$ cat src/rtl/reflet_bus_arbiter_if.sv
// Two-master shared memory bus bundle. Suffixes are from the arbiter's side:
// the slave modport is the arbiter, the master modport is the requesters plus memory.
interface reflet_bus_arbiter_if #(
  parameter int WORDSIZE = 16
);
  logic                m0_req_i;
  logic [WORDSIZE-1:0] m0_addr_i;
  logic [WORDSIZE-1:0] m0_data_out_i;
  logic                m0_write_en_i;
  logic                m0_ready_o;
  logic [WORDSIZE-1:0] m0_data_in_o;

  logic                m1_req_i;
  logic [WORDSIZE-1:0] m1_addr_i;
  logic [WORDSIZE-1:0] m1_data_out_i;
  logic                m1_write_en_i;
  logic                m1_ready_o;
  logic [WORDSIZE-1:0] m1_data_in_o;

  logic [WORDSIZE-1:0] bus_addr_o;
  logic [WORDSIZE-1:0] bus_data_out_o;
  logic                bus_write_en_o;
  logic [WORDSIZE-1:0] bus_data_in_i;
  logic [1:0]          owner_o;

  modport slave (
    input  m0_req_i, m0_addr_i, m0_data_out_i, m0_write_en_i,
    output m0_ready_o, m0_data_in_o,
    input  m1_req_i, m1_addr_i, m1_data_out_i, m1_write_en_i,
    output m1_ready_o, m1_data_in_o,
    output bus_addr_o, bus_data_out_o, bus_write_en_o, owner_o,
    input  bus_data_in_i
  );

  modport master (
    output m0_req_i, m0_addr_i, m0_data_out_i, m0_write_en_i,
    input  m0_ready_o, m0_data_in_o,
    output m1_req_i, m1_addr_i, m1_data_out_i, m1_write_en_i,
    input  m1_ready_o, m1_data_in_o,
    input  bus_addr_o, bus_data_out_o, bus_write_en_o, owner_o,
    output bus_data_in_i
  );
endinterface

$ cat src/rtl/reflet_bus_arbiter.sv
// Round-robin arbiter sharing one synchronous memory bus between two masters,
// with a bounded hold time per owner and read data steered to the issuing master.
//
// state | meaning
// IDLE  | nobody owns the bus, all bus outputs zero
// OWN0  | master 0 drives the bus
// OWN1  | master 1 drives the bus
module reflet_bus_arbiter #(
  parameter int WORDSIZE = 16,
  parameter int HOLD_MAX = 8
) (
  input logic                  clk_i,
  input logic                  reset_i,
  reflet_bus_arbiter_if.slave  bus
);

  localparam int HW = $clog2(HOLD_MAX) + 1;
  localparam logic [HW-1:0] HOLD_LAST = HW'(HOLD_MAX - 1);

  typedef enum logic [1:0] {
    IDLE = 2'b00,
    OWN0 = 2'b01,
    OWN1 = 2'b10
  } state_t;

  state_t        state_q, state_d;
  logic          last_owner_q, last_owner_d;
  logic [HW-1:0] hold_q, hold_d;
  logic [1:0]    prev_owner_q, prev_owner_d;

  logic   own_req, oth_req;
  state_t oth_state;

  always_comb begin
    own_req   = (state_q == OWN1) ? bus.m1_req_i : bus.m0_req_i;
    oth_req   = (state_q == OWN1) ? bus.m0_req_i : bus.m1_req_i;
    oth_state = (state_q == OWN1) ? OWN0 : OWN1;
  end

  always_comb begin
    state_d      = state_q;
    last_owner_d = last_owner_q;
    hold_d       = hold_q;
    prev_owner_d = 2'b00;
    case (state_q)
      IDLE: begin
        if (bus.m0_req_i && bus.m1_req_i) begin
          state_d = last_owner_q ? OWN0 : OWN1;
        end else if (bus.m0_req_i) begin
          state_d = OWN0;
        end else if (bus.m1_req_i) begin
          state_d = OWN1;
        end
      end
      OWN0, OWN1: begin
        prev_owner_d = own_req ? state_q : 2'b00;
        // A dropped request takes priority over hold expiry in the same cycle.
        if (!own_req) begin
          state_d = oth_req ? oth_state : IDLE;
        end else if (oth_req && (hold_q == HOLD_LAST)) begin
          state_d = oth_state;
        end else if (hold_q != HOLD_LAST) begin
          hold_d = hold_q + 1'b1;
        end
      end
      default: state_d = IDLE;
    endcase
    if (state_d != state_q) begin
      hold_d = '0;
      if (state_q != IDLE) begin
        last_owner_d = (state_q == OWN1);
      end
    end
  end

  always_ff @(posedge clk_i or negedge reset_i) begin
    if (!reset_i) begin
      state_q      <= IDLE;
      last_owner_q <= 1'b1;
      hold_q       <= '0;
      prev_owner_q <= 2'b00;
    end else begin
      state_q      <= state_d;
      last_owner_q <= last_owner_d;
      hold_q       <= hold_d;
      prev_owner_q <= prev_owner_d;
    end
  end

  // Bus steering depends only on the registered owner and that owner's own request.
  always_comb begin
    bus.bus_addr_o     = '0;
    bus.bus_data_out_o = '0;
    bus.bus_write_en_o = 1'b0;
    case (state_q)
      OWN0: begin
        bus.bus_addr_o     = bus.m0_addr_i;
        bus.bus_data_out_o = bus.m0_data_out_i;
        bus.bus_write_en_o = bus.m0_write_en_i & bus.m0_req_i;
      end
      OWN1: begin
        bus.bus_addr_o     = bus.m1_addr_i;
        bus.bus_data_out_o = bus.m1_data_out_i;
        bus.bus_write_en_o = bus.m1_write_en_i & bus.m1_req_i;
      end
      default: ;
    endcase
  end

  assign bus.m0_ready_o   = (state_q == OWN0) & bus.m0_req_i;
  assign bus.m1_ready_o   = (state_q == OWN1) & bus.m1_req_i;
  assign bus.m0_data_in_o = (prev_owner_q == 2'b01) ? bus.bus_data_in_i : '0;
  assign bus.m1_data_in_o = (prev_owner_q == 2'b10) ? bus.bus_data_in_i : '0;
  assign bus.owner_o      = state_q;

endmodule

$ cat src/flat_wrapper.sv
// flat-port wrapper written by rule: the top's interface ports become plain ports
module reflet_bus_arbiter_flat 
#(
  parameter int WORDSIZE = 16,
  parameter int HOLD_MAX = 8
)
  (clk_i, reset_i, bus_m0_req_i, bus_m0_addr_i, bus_m0_data_out_i, bus_m0_write_en_i, bus_m0_ready_o, bus_m0_data_in_o, bus_m1_req_i, bus_m1_addr_i, bus_m1_data_out_i, bus_m1_write_en_i, bus_m1_ready_o, bus_m1_data_in_o, bus_bus_addr_o, bus_bus_data_out_o, bus_bus_write_en_o, bus_owner_o, bus_bus_data_in_i);
  reflet_bus_arbiter_if #(.WORDSIZE(WORDSIZE)) bus_i ();
  input logic clk_i;
  input logic reset_i;
  input wire logic [$bits(bus_i.m0_req_i)-1:0] bus_m0_req_i;
  input wire logic [$bits(bus_i.m0_addr_i)-1:0] bus_m0_addr_i;
  input wire logic [$bits(bus_i.m0_data_out_i)-1:0] bus_m0_data_out_i;
  input wire logic [$bits(bus_i.m0_write_en_i)-1:0] bus_m0_write_en_i;
  output wire logic [$bits(bus_i.m0_ready_o)-1:0] bus_m0_ready_o;
  output wire logic [$bits(bus_i.m0_data_in_o)-1:0] bus_m0_data_in_o;
  input wire logic [$bits(bus_i.m1_req_i)-1:0] bus_m1_req_i;
  input wire logic [$bits(bus_i.m1_addr_i)-1:0] bus_m1_addr_i;
  input wire logic [$bits(bus_i.m1_data_out_i)-1:0] bus_m1_data_out_i;
  input wire logic [$bits(bus_i.m1_write_en_i)-1:0] bus_m1_write_en_i;
  output wire logic [$bits(bus_i.m1_ready_o)-1:0] bus_m1_ready_o;
  output wire logic [$bits(bus_i.m1_data_in_o)-1:0] bus_m1_data_in_o;
  output wire logic [$bits(bus_i.bus_addr_o)-1:0] bus_bus_addr_o;
  output wire logic [$bits(bus_i.bus_data_out_o)-1:0] bus_bus_data_out_o;
  output wire logic [$bits(bus_i.bus_write_en_o)-1:0] bus_bus_write_en_o;
  output wire logic [$bits(bus_i.owner_o)-1:0] bus_owner_o;
  input wire logic [$bits(bus_i.bus_data_in_i)-1:0] bus_bus_data_in_i;
  assign bus_i.m0_req_i = bus_m0_req_i;
  assign bus_i.m0_addr_i = bus_m0_addr_i;
  assign bus_i.m0_data_out_i = bus_m0_data_out_i;
  assign bus_i.m0_write_en_i = bus_m0_write_en_i;
  assign bus_m0_ready_o = bus_i.m0_ready_o;
  assign bus_m0_data_in_o = bus_i.m0_data_in_o;
  assign bus_i.m1_req_i = bus_m1_req_i;
  assign bus_i.m1_addr_i = bus_m1_addr_i;
  assign bus_i.m1_data_out_i = bus_m1_data_out_i;
  assign bus_i.m1_write_en_i = bus_m1_write_en_i;
  assign bus_m1_ready_o = bus_i.m1_ready_o;
  assign bus_m1_data_in_o = bus_i.m1_data_in_o;
  assign bus_bus_addr_o = bus_i.bus_addr_o;
  assign bus_bus_data_out_o = bus_i.bus_data_out_o;
  assign bus_bus_write_en_o = bus_i.bus_write_en_o;
  assign bus_owner_o = bus_i.owner_o;
  assign bus_i.bus_data_in_i = bus_bus_data_in_i;
  reflet_bus_arbiter #(.WORDSIZE(WORDSIZE), .HOLD_MAX(HOLD_MAX)) u_core (.clk_i(clk_i), .reset_i(reset_i), .bus(bus_i));
endmodule
$ cat config.mk
export PLATFORM = sky130hd
export DESIGN_NAME = reflet_bus_arbiter_flat
export DESIGN_NICKNAME = d
export VERILOG_FILES = /design/src/rtl/reflet_bus_arbiter_if.sv /design/src/rtl/reflet_bus_arbiter.sv /design/src/flat_wrapper.sv
export SDC_FILE = /design/constraint.sdc
export NUM_CORES = 1
export LEC_CHECK = 0
export CAP_MARGIN = 20
export CORE_UTILIZATION = 32
export DETAILED_ROUTE_END_ITERATION = 7
export HOLD_SLACK_MARGIN = 0.12
export PLACE_DENSITY = 0.95
export SYNTH_ARGS = -nofsm -noshare
export SYNTH_HDL_FRONTEND = slang
export SYNTH_SLANG_ARGS = --single-unit
$ cat constraint.sdc
create_clock -name clk_i -period 4.2 [get_ports clk_i]
set_input_delay 0.84 -clock clk_i [delete_from_list [all_inputs] [get_ports clk_i]]
set_output_delay 0.84 -clock clk_i [all_outputs]
set_load 0.02 [all_outputs]
==> impl_metrics.ini, run 1 <==
[pwr]
power_mw = 1.69
p_leak_nw = 1.16
ir_worst_vdd_mv = 0.377
pwr_density_cell_mw_per_mm2 = 540

[cts]
htree_levels = 1
cts_sinks = 9
clk_pin_slew_ps = 40
clock_latency_ps = 230
cts_setup_buffers = 0
ctsHoldBuffers = 0
numCtsBuffers = 3
cts_resized = 0
cts_tree = yes
clock_path_buffers = 2
root_buffer = clkbuf_8

[route]
wl_per_cell_um = 14.4
drc = 13
drt_iter0_drc = 99
detail-route-antenna-nets = 0
dr_total_vias = 2028
wirelength_um = 5630
via_per_inst = 5.17
firstDrtPassIters = 7

[placed_design]
dp_slack_ps = 794
dp_hpwl_um = 4610
place_inst = 388
port-buffer-count = 154
placed_area_sq_mm = 0.00308
place.gp.congestion = 0.868

[synthesis]
yosysSeqAreaShare_pct = 14.8
syn_nets = 286
avgSynthCellArea_sq_um = 7.85
synth-main-ff-cell = dfrtp_1
ys_warn_count = 0
ys_types = 45
synth_seq_cells = 9
synth-edff-count = 0
synth_area_sq_mm = 0.00153
async_flop_share_pct = 100
syn_inst = 195

[sta]
min_period_ps = 3530
slew_viol_final = 0
whs_ps = 563
hold_violations = 0
fmax_ghz = 0.283
rsz0062_at_grt = no
finalSetupViolCount = 0
fin_crit_sh_pct = 84.1
worstMarginPinSlew_ps = 716
fin_setup_tns_ps = 0
finClkSkew_ps = 0.480
setup_slack_ps = 666
relSlewSlack_pct = 52.2

[global_routing]
grt_antenna_before_repair = 0
grt_pass1_wl_um = 8910
gr-total-overflow = 0
grt.total_usage_pct = 21.7
grt_pass1_vias = 1932
grt_max_degree = 42

[critical_path]
cp_num_buf_inv = 3
max_stage_delay_ps = 630
crit_family = buffers and inverters
crit_chain = inv_1, ha_1, buf_4, a22oi_1, nor2b_1, clkdlybuf4s50_1
ff2ff_setup_slack_ps = 1500
startpoint_type = register
path_class = register to output port
ff2ff_path_depth = 9
crit_path_end_kind = output port
crit_fanout = 16
slowest_stage = clkdlybuf4s50_1
cp.required_ps = 3360
r2r-start = u_core.bus.owner_o[1]
cp.arrival_ps = 2690
reg2reg_to = u_core.last_owner_q

[layout]
syn_to_final_growth_pct = 104
multiInputGateArea_sq_mm = 0.00120
drive_above_1_share_pct = 5.88
diodes = 0
final_cells = 392
final-seq-area_sq_um = 226
n_fill_cell = 358
design_area_sq_mm = 0.00312
final_nets = 432
post-route-util_pct = 69.8

[status]
outcome = complete, but fails checks
violations = DRC

[floorplan]
core_sq_mm = 0.00447
rows = 24
die_area_sq_mm = 0.00507
initial_core_util_pct = 34.2
die_w_um = 71.2
die-height_um = 71.2
io_pins = 155

[hold_path]
hold_class = register to register
hold_depth = 2
hp-start = u_core.hold_q[1]
whs_endpoint = u_core.hold_q[1]

[run]
maxCapViolCount = 0
## synth_stat cells, types with 2 or more instances
cell / instances / area share, %
and2_1: 35 / 14
nor2b_1: 35 / 14
a22oi_1: 33 / 16
clkbuf_1: 9 / 2.2
dfrtp_1: 8 / 13
nor2_1: 6 / 1.5
ha_1: 5 / 4.1
nand2_1: 5 / 1.2
o21ai_0: 5 / 1.6
inv_1: 4 / 0.98
a21oi_1: 3 / 0.98
buf_1: 3 / 0.74
buf_6: 3 / 2.2
mux2i_1: 3 / 2.0
nand3_1: 3 / 0.98
and2b_2: 2 / 1.1
buf_2: 2 / 0.65
nand2b_1: 2 / 0.82
nor3_1: 2 / 0.65
o21a_1: 2 / 0.98
## report_power, final
group	switching, mW	leakage, nW	internal [mW]	total (mW)
registers	0.0323	0.118	0.112	0.144
clock network	0.0323	0.0228	0.0659	0.0982
logic	0.750	1.02	0.697	1.45
## worst max path at each step
stage,depth (start not counted),start,slack (ps),to
2_1_floorplan,6,u_core.bus.owner_o[0],1400,bus_bus_write_en_o
3_3_place_gp,5,bus_m1_req_i,830,bus_bus_write_en_o
3_5_place_dp,5,bus_m0_req_i,790,bus_bus_write_en_o
4_1_cts,6,u_core.bus.owner_o[0],680,bus_bus_addr_o[0]
5_1_grt,6,u_core.bus.owner_o[0],480,bus_bus_data_out_o[11]
6_report,6,u_core.bus.owner_o[0],670,bus_bus_data_out_o[4]
## layout make-up
cell class | count | area share [%]
Clock buffer | 4 | 1.44
Inverter | 4 | 0.481
Multi-Input combinational cell | 165 | 38.4
Sequential cell | 9 | 7.25
Tap cell | 52 | 2.08
Timing Repair Buffer | 158 | 50.3
## kinds of logic (layout without fill, tap and decap cells)
logic type      Yosys count  in the layout  share of synthesized area [%]
compound gates           58             58                           32.2
simple gates             97             97                           39.1
flops                     9              9                           14.8
mux                       3              3                           1.96
buf+inv                  21            166                           6.78
fa+ha+maj                 5              5                           4.08
xor+xnor                  2              2                           1.14
## layer usage
layer	GRT usage [%]	vias up	part of all wire [%]
met5	0	-	0
met2	42.0	123	53
met4	4.44	0	1.1
met3	6.70	9	11
met1	22.8	907	35
li1	-	989	-
## cell usage in the layout, fill, tap and decap left out, types with 2 or more instances in the layout
master / instances
a21oi_1: 3
a22oi_1: 33
and2_1: 35
and2b_2: 2
buf_4: 4
clkbuf_8: 3
clkdlybuf4s50_1: 154
dfrtp_1: 8
ha_1: 5
inv_1: 4
mux2i_1: 3
nand2_1: 5
nand2b_1: 2
nand3_1: 3
nor2_1: 6
nor2b_1: 35
nor3_1: 2
o21a_1: 2
o21ai_0: 5
## worst reg2reg max path: cells and delay by family, from the launching register on
family          cells  cell delay [ps]
buf+inv             2              520
flops               1              540
compound gates      4              970
simple gates        2              300
fa+ha+maj           1              320
## flip-flops by register name, indices dropped and copies added, names as in the netlist
signal and cells:
u_core.bus.owner_o 2, u_core.last_owner_q 1, u_core.hold_q 4, u_core.prev_owner_q 2
No activity file was read; power rests on OpenSTA's default activity.
==> inputs of run 2 (changes only) <==
Settings changed: CORE_UTILIZATION 32 to 30, PLACE_DENSITY 0.95 to 0.91.
Clock period 4.2 ns to 3.3 ns, I/O delays scaled along.
==> run 2 against run 1 <==
Against the previous run: the flow now finishes without violations; final cell count grew 4.8%; critical path depth grew 1; sequential power grew 22%; total power grew 30%; routed wire length grew 7.6%; largest power group unchanged.
==> impl_metrics.ini, run 2 (synthesis results as in run 1) <==
[status]
outcome = complete, no violations

[floorplan]
initial_core_util_pct = 31.8
core_sq_mm = 0.00482
die-height_um = 73.5
io_pins = 155
die_area_sq_mm = 0.00539
rows = 25
die_w_um = 73.5

[critical_path]
ff2ff_setup_slack_ps = 760
crit_path_end_kind = output port
cp.arrival_ps = 2410
cp.required_ps = 2640
crit_chain = inv_1, ha_1, buf_12, and2_2, a22oi_1, nor2b_1, clkdlybuf4s50_1
crit_fanout = 33
max_stage_delay_ps = 640
slowest_stage = clkdlybuf4s50_1
startpoint_type = register
path_class = register to output port

[sta]
finalSetupViolCount = 0
min_period_ps = 3070
hold_violations = 0
finClkSkew_ps = 2.43
whs_ps = 557
relSlewSlack_pct = 52.2
fin_setup_tns_ps = 0
fin_crit_sh_pct = 93.2
rsz0062_at_grt = no
worstMarginPinSlew_ps = 716
setup_slack_ps = 225
slew_viol_final = 0
fmax_ghz = 0.325

[route]
wirelength_um = 6060
drc = 0
wl_per_cell_um = 14.7
drt-met1-wl_um = 2100
wl_met3_um = 838
top_layer = met4
firstDrtPassIters = 4
via_per_inst = 4.92
dr_total_vias = 2024
detail-route-antenna-nets = 0
dr_wl_met2_um = 2990
drt_iter0_drc = 97

[global_routing]
grt_antenna_before_repair = 0
grt_max_degree = 34
grt.total_usage_pct = 21.8
gr-total-overflow = 0
grt_pass1_vias = 1998
grt_pass1_wl_um = 9120

[placed_design]
dp_slack_ps = 456
port-buffer-count = 154
place.gp.congestion = 0.893
dp_hpwl_um = 5060
place_inst = 407
placed_area_sq_mm = 0.00314

[cts]
clk_pin_slew_ps = 40
cts_sinks = 9
ctsHoldBuffers = 0
cts_resized = 0
cts_setup_buffers = 0
root_buffer = clkbuf_8
cts_tree = yes
clock_latency_ps = 230
clock_path_buffers = 2
htree_levels = 1
numCtsBuffers = 3

[layout]
diodes = 0
syn_to_final_growth_pct = 108
largest_register_ffs = 4
post-route-util_pct = 66.1
final_cells = 411
layout_commonest_cell = clkdlybuf4s50_1
drive_above_1_share_pct = 7.27
top_register = u_core.hold_q
final_nets = 436
design_area_sq_mm = 0.00318
n_fill_cell = 411
final_cell_mix = clkdlybuf4s50_1 (153), nor2b_1 (35), and2_1 (35)

[run]
maxCapViolCount = 0

[pwr]
pwr_density_cell_mw_per_mm2 = 690
p_leak_nw = 1.18
power_mw = 2.20
ir_worst_vdd_mv = 0.411

[hold_path]
hold_class = register to register
## run 2: layout make-up
type                       instances  area, sq um  area share [%]
timing repair buffer             162         1610            50.6
tap                               67         83.8            2.63
sequential                         9          226            7.11
multi-input combinational        165         1200            37.7
inverter                           4         15.0           0.472
clock buffer                       4         45.0            1.42
## run 2: worst paths after layout
kind | depth (start not counted) | end | startpoint
max in group asynchronous | 1 | u_core.last_owner_q | reset_i
min in group asynchronous | 1 | u_core.hold_q[0] | reset_i
min reg2reg | 2 | u_core.hold_q[3] | u_core.hold_q[3]
max | 7 | bus_bus_write_en_o | u_core.bus.owner_o[1]
max reg2reg | 8 | u_core.last_owner_q | u_core.bus.owner_o[1]
min | 2 | u_core.hold_q[3] | u_core.hold_q[3]
## run 2: report_power, final
group,total (mW),switching [mW],internal [mW]
sequential,0.176,0.0332,0.142
combinational,1.90,0.981,0.915
clock,0.126,0.0419,0.0840
## run 2: worst max-delay path, delay by kind of cell (launching register included)
family                     cells  cell delay [ps]
and+or+nand+nor                2              310
DFF                            1              490
AOI/OAI and AO/OA              1               70
adders and majority gates      1              230
buffers and inverters          3             1070
## run 2: metal layers
layer,GRT usage (%),vias up
met2,41.1,122
li1,-,994
met3,9.74,11
met1,21.3,897
met5,0,-
met4,6.41,0
==> inputs of run 3 (changes only) <==
==> constraint.sdc (replaced) <==
create_clock -name clk_i -period 3.3 [get_ports clk_i]
set_input_delay 0.66 -clock clk_i [delete_from_list [all_inputs] [get_ports clk_i]]
set_output_delay 0.66 -clock clk_i [all_outputs]
set_load 0.01 [all_outputs]
==> run 3 against run 2 <==
Against the previous run: combinational power is 9% lower; global-route usage is 0.36 points higher; sequential power is 5% lower; routed wire length is 0.48% lower; worst setup slack better by 62 ps; sequential share of layout area is essentially flat; via count rose by 0.30%; cell area about the same; largest power group unchanged.
==> impl_metrics.ini, run 3 (synthesis results as in run 1) <==
[critical_path]
slowest_stage = clkdlybuf4s50_1
cp.required_ps = 2640
path_class = register to output port
crit_chain = inv_1, ha_1, buf_4, a22oi_1, nor2b_1, clkdlybuf4s50_1
startpoint = u_core.bus.owner_o[0]
crit_family = buffers and inverters
startpoint_type = register
crit_fanout = 28
cp_num_buf_inv = 3
r2r-start = u_core.bus.owner_o[0]
cp.arrival_ps = 2350
max_stage_delay_ps = 550
crit_path_end_kind = output port
ff2ff_setup_slack_ps = 660

[route]
drc = 0
via_per_inst = 4.94
wirelength_um = 6030
dr_total_vias = 2030
wl_per_cell_um = 14.7
firstDrtPassIters = 4
detail-route-antenna-nets = 0
drt_iter0_drc = 118

[layout]
post-route-util_pct = 66.1
final_nets = 436
layout_commonest_cell = clkdlybuf4s50_1
syn_to_final_growth_pct = 108
largest_register_ffs = 4
drive_above_1_share_pct = 6.98
diodes = 0
top_register = u_core.hold_q
final_cell_mix = clkdlybuf4s50_1 (154), nor2b_1 (35), and2_1 (35)

[floorplan]
core_sq_mm = 0.00482
initial_core_util_pct = 31.8
rows = 25
die_w_um = 73.5
io_pins = 155
die_area_sq_mm = 0.00539
die-height_um = 73.5

[pwr]
ir_worst_vdd_mv = 0.379
p_leak_nw = 1.18
pwr_density_cell_mw_per_mm2 = 634

[status]
outcome = complete, no violations

[cts]
htree_levels = 1
root_buffer = clkbuf_8
cts_setup_buffers = 0
clk_pin_slew_ps = 50
ctsHoldBuffers = 0
cts_tree = yes
cts_resized = 0
numCtsBuffers = 3
cts_sinks = 9
clock_latency_ps = 230
clock_path_buffers = 2

[global_routing]
gr-total-overflow = 0
grt_max_degree = 29
grt_pass1_vias = 1996
grt_pass1_wl_um = 9360
grt_antenna_before_repair = 0
grt.total_usage_pct = 22.2

[run]
maxCapViolCount = 0

[sta]
fin_setup_tns_ps = 0
rsz0062_at_grt = no
worstMarginPinSlew_ps = 688
finalSetupViolCount = 0
fin_crit_sh_pct = 91.3
slew_viol_final = 0
relSlewSlack_pct = 54.0
whs_ps = 580
finClkSkew_ps = 4.16
fmax_ghz = 0.332
min_period_ps = 3010
hold_violations = 0

[hold_path]
hp-start = u_core.hold_q[0]
hold_class = register to register

[placed_design]
place.gp.congestion = 0.863
port-buffer-count = 154
dp_hpwl_um = 5090
==> run 3: cell count changes in the layout (fill, tap and decap cells not counted) <==
cell             previous run  this run
buf_4                       8         7
clkdlybuf4s50_1           153       154
==> run 3: per-layer routing <==
metal / wire length, um / part of all wire, % / GRT usage (%) / vias up
met5: 0 / 0 / 0 / -
met4: 106 / 1.8 / 4.27 / 0
met3: 829 / 14 / 8.78 / 8
met2: 3050 / 51 / 43.1 / 134
met1: 2040 / 34 / 22.1 / 894
li1: - / - / - / 994
==> run 3: path summary, 6_finish.rpt <==
check                      depth (start not counted)                endpoint
min in group asynchronous                          1  u_core.prev_owner_q[1]
max                                                6      bus_bus_addr_o[13]
min                                                2        u_core.hold_q[0]
min reg2reg                                        2        u_core.hold_q[0]
max in group asynchronous                          1     u_core.last_owner_q
max reg2reg                                        9     u_core.last_owner_q
==> run 3: through the flow <==
stage / total power, mW / setup WS [ps] / instances / area [sq um]
global route: 2.19 / 108 / 411 / 3190
global placement: 1.88 / 492 / 407 / 3140
detailed placement: 1.90 / 470 / 407 / 3140
CTS: 2.03 / 295 / 411 / 3190
finish: 2.02 / 287 / 411 / 3190
floorplan: 1.15 / 877 / 195 / 1530
==> run 3: area by class of cell <==
cell class	count	area, sq um
Clock buffer	4	45.0
Fill cell	416	1630
Inverter	4	15.0
Multi-Input combinational cell	165	1200
Sequential cell	9	226
Tap cell	67	83.8
Timing Repair Buffer	162	1610
==> run 3: worst reg2reg max path, stage by stage (launching register included) <==
cell	delay, ps
dfrtp_1	460
inv_1	270
ha_1	240
buf_4	310
nor2b_4	80
o211ai_1	210
o21ai_0	180
o41ai_2	420
nor3_2	150
a31o_1	240
==> run 3: where the power goes <==
part | internal [mW] | switching [mW] | leakage, nW | total, mW
clock | 0.0839 | 0.0400 | 0.0228 | 0.124
combinational | 0.918 | 0.810 | 1.04 | 1.73
sequential | 0.142 | 0.0250 | 0.118 | 0.167
total | 1.14 | 0.875 | 1.18 | 2.02
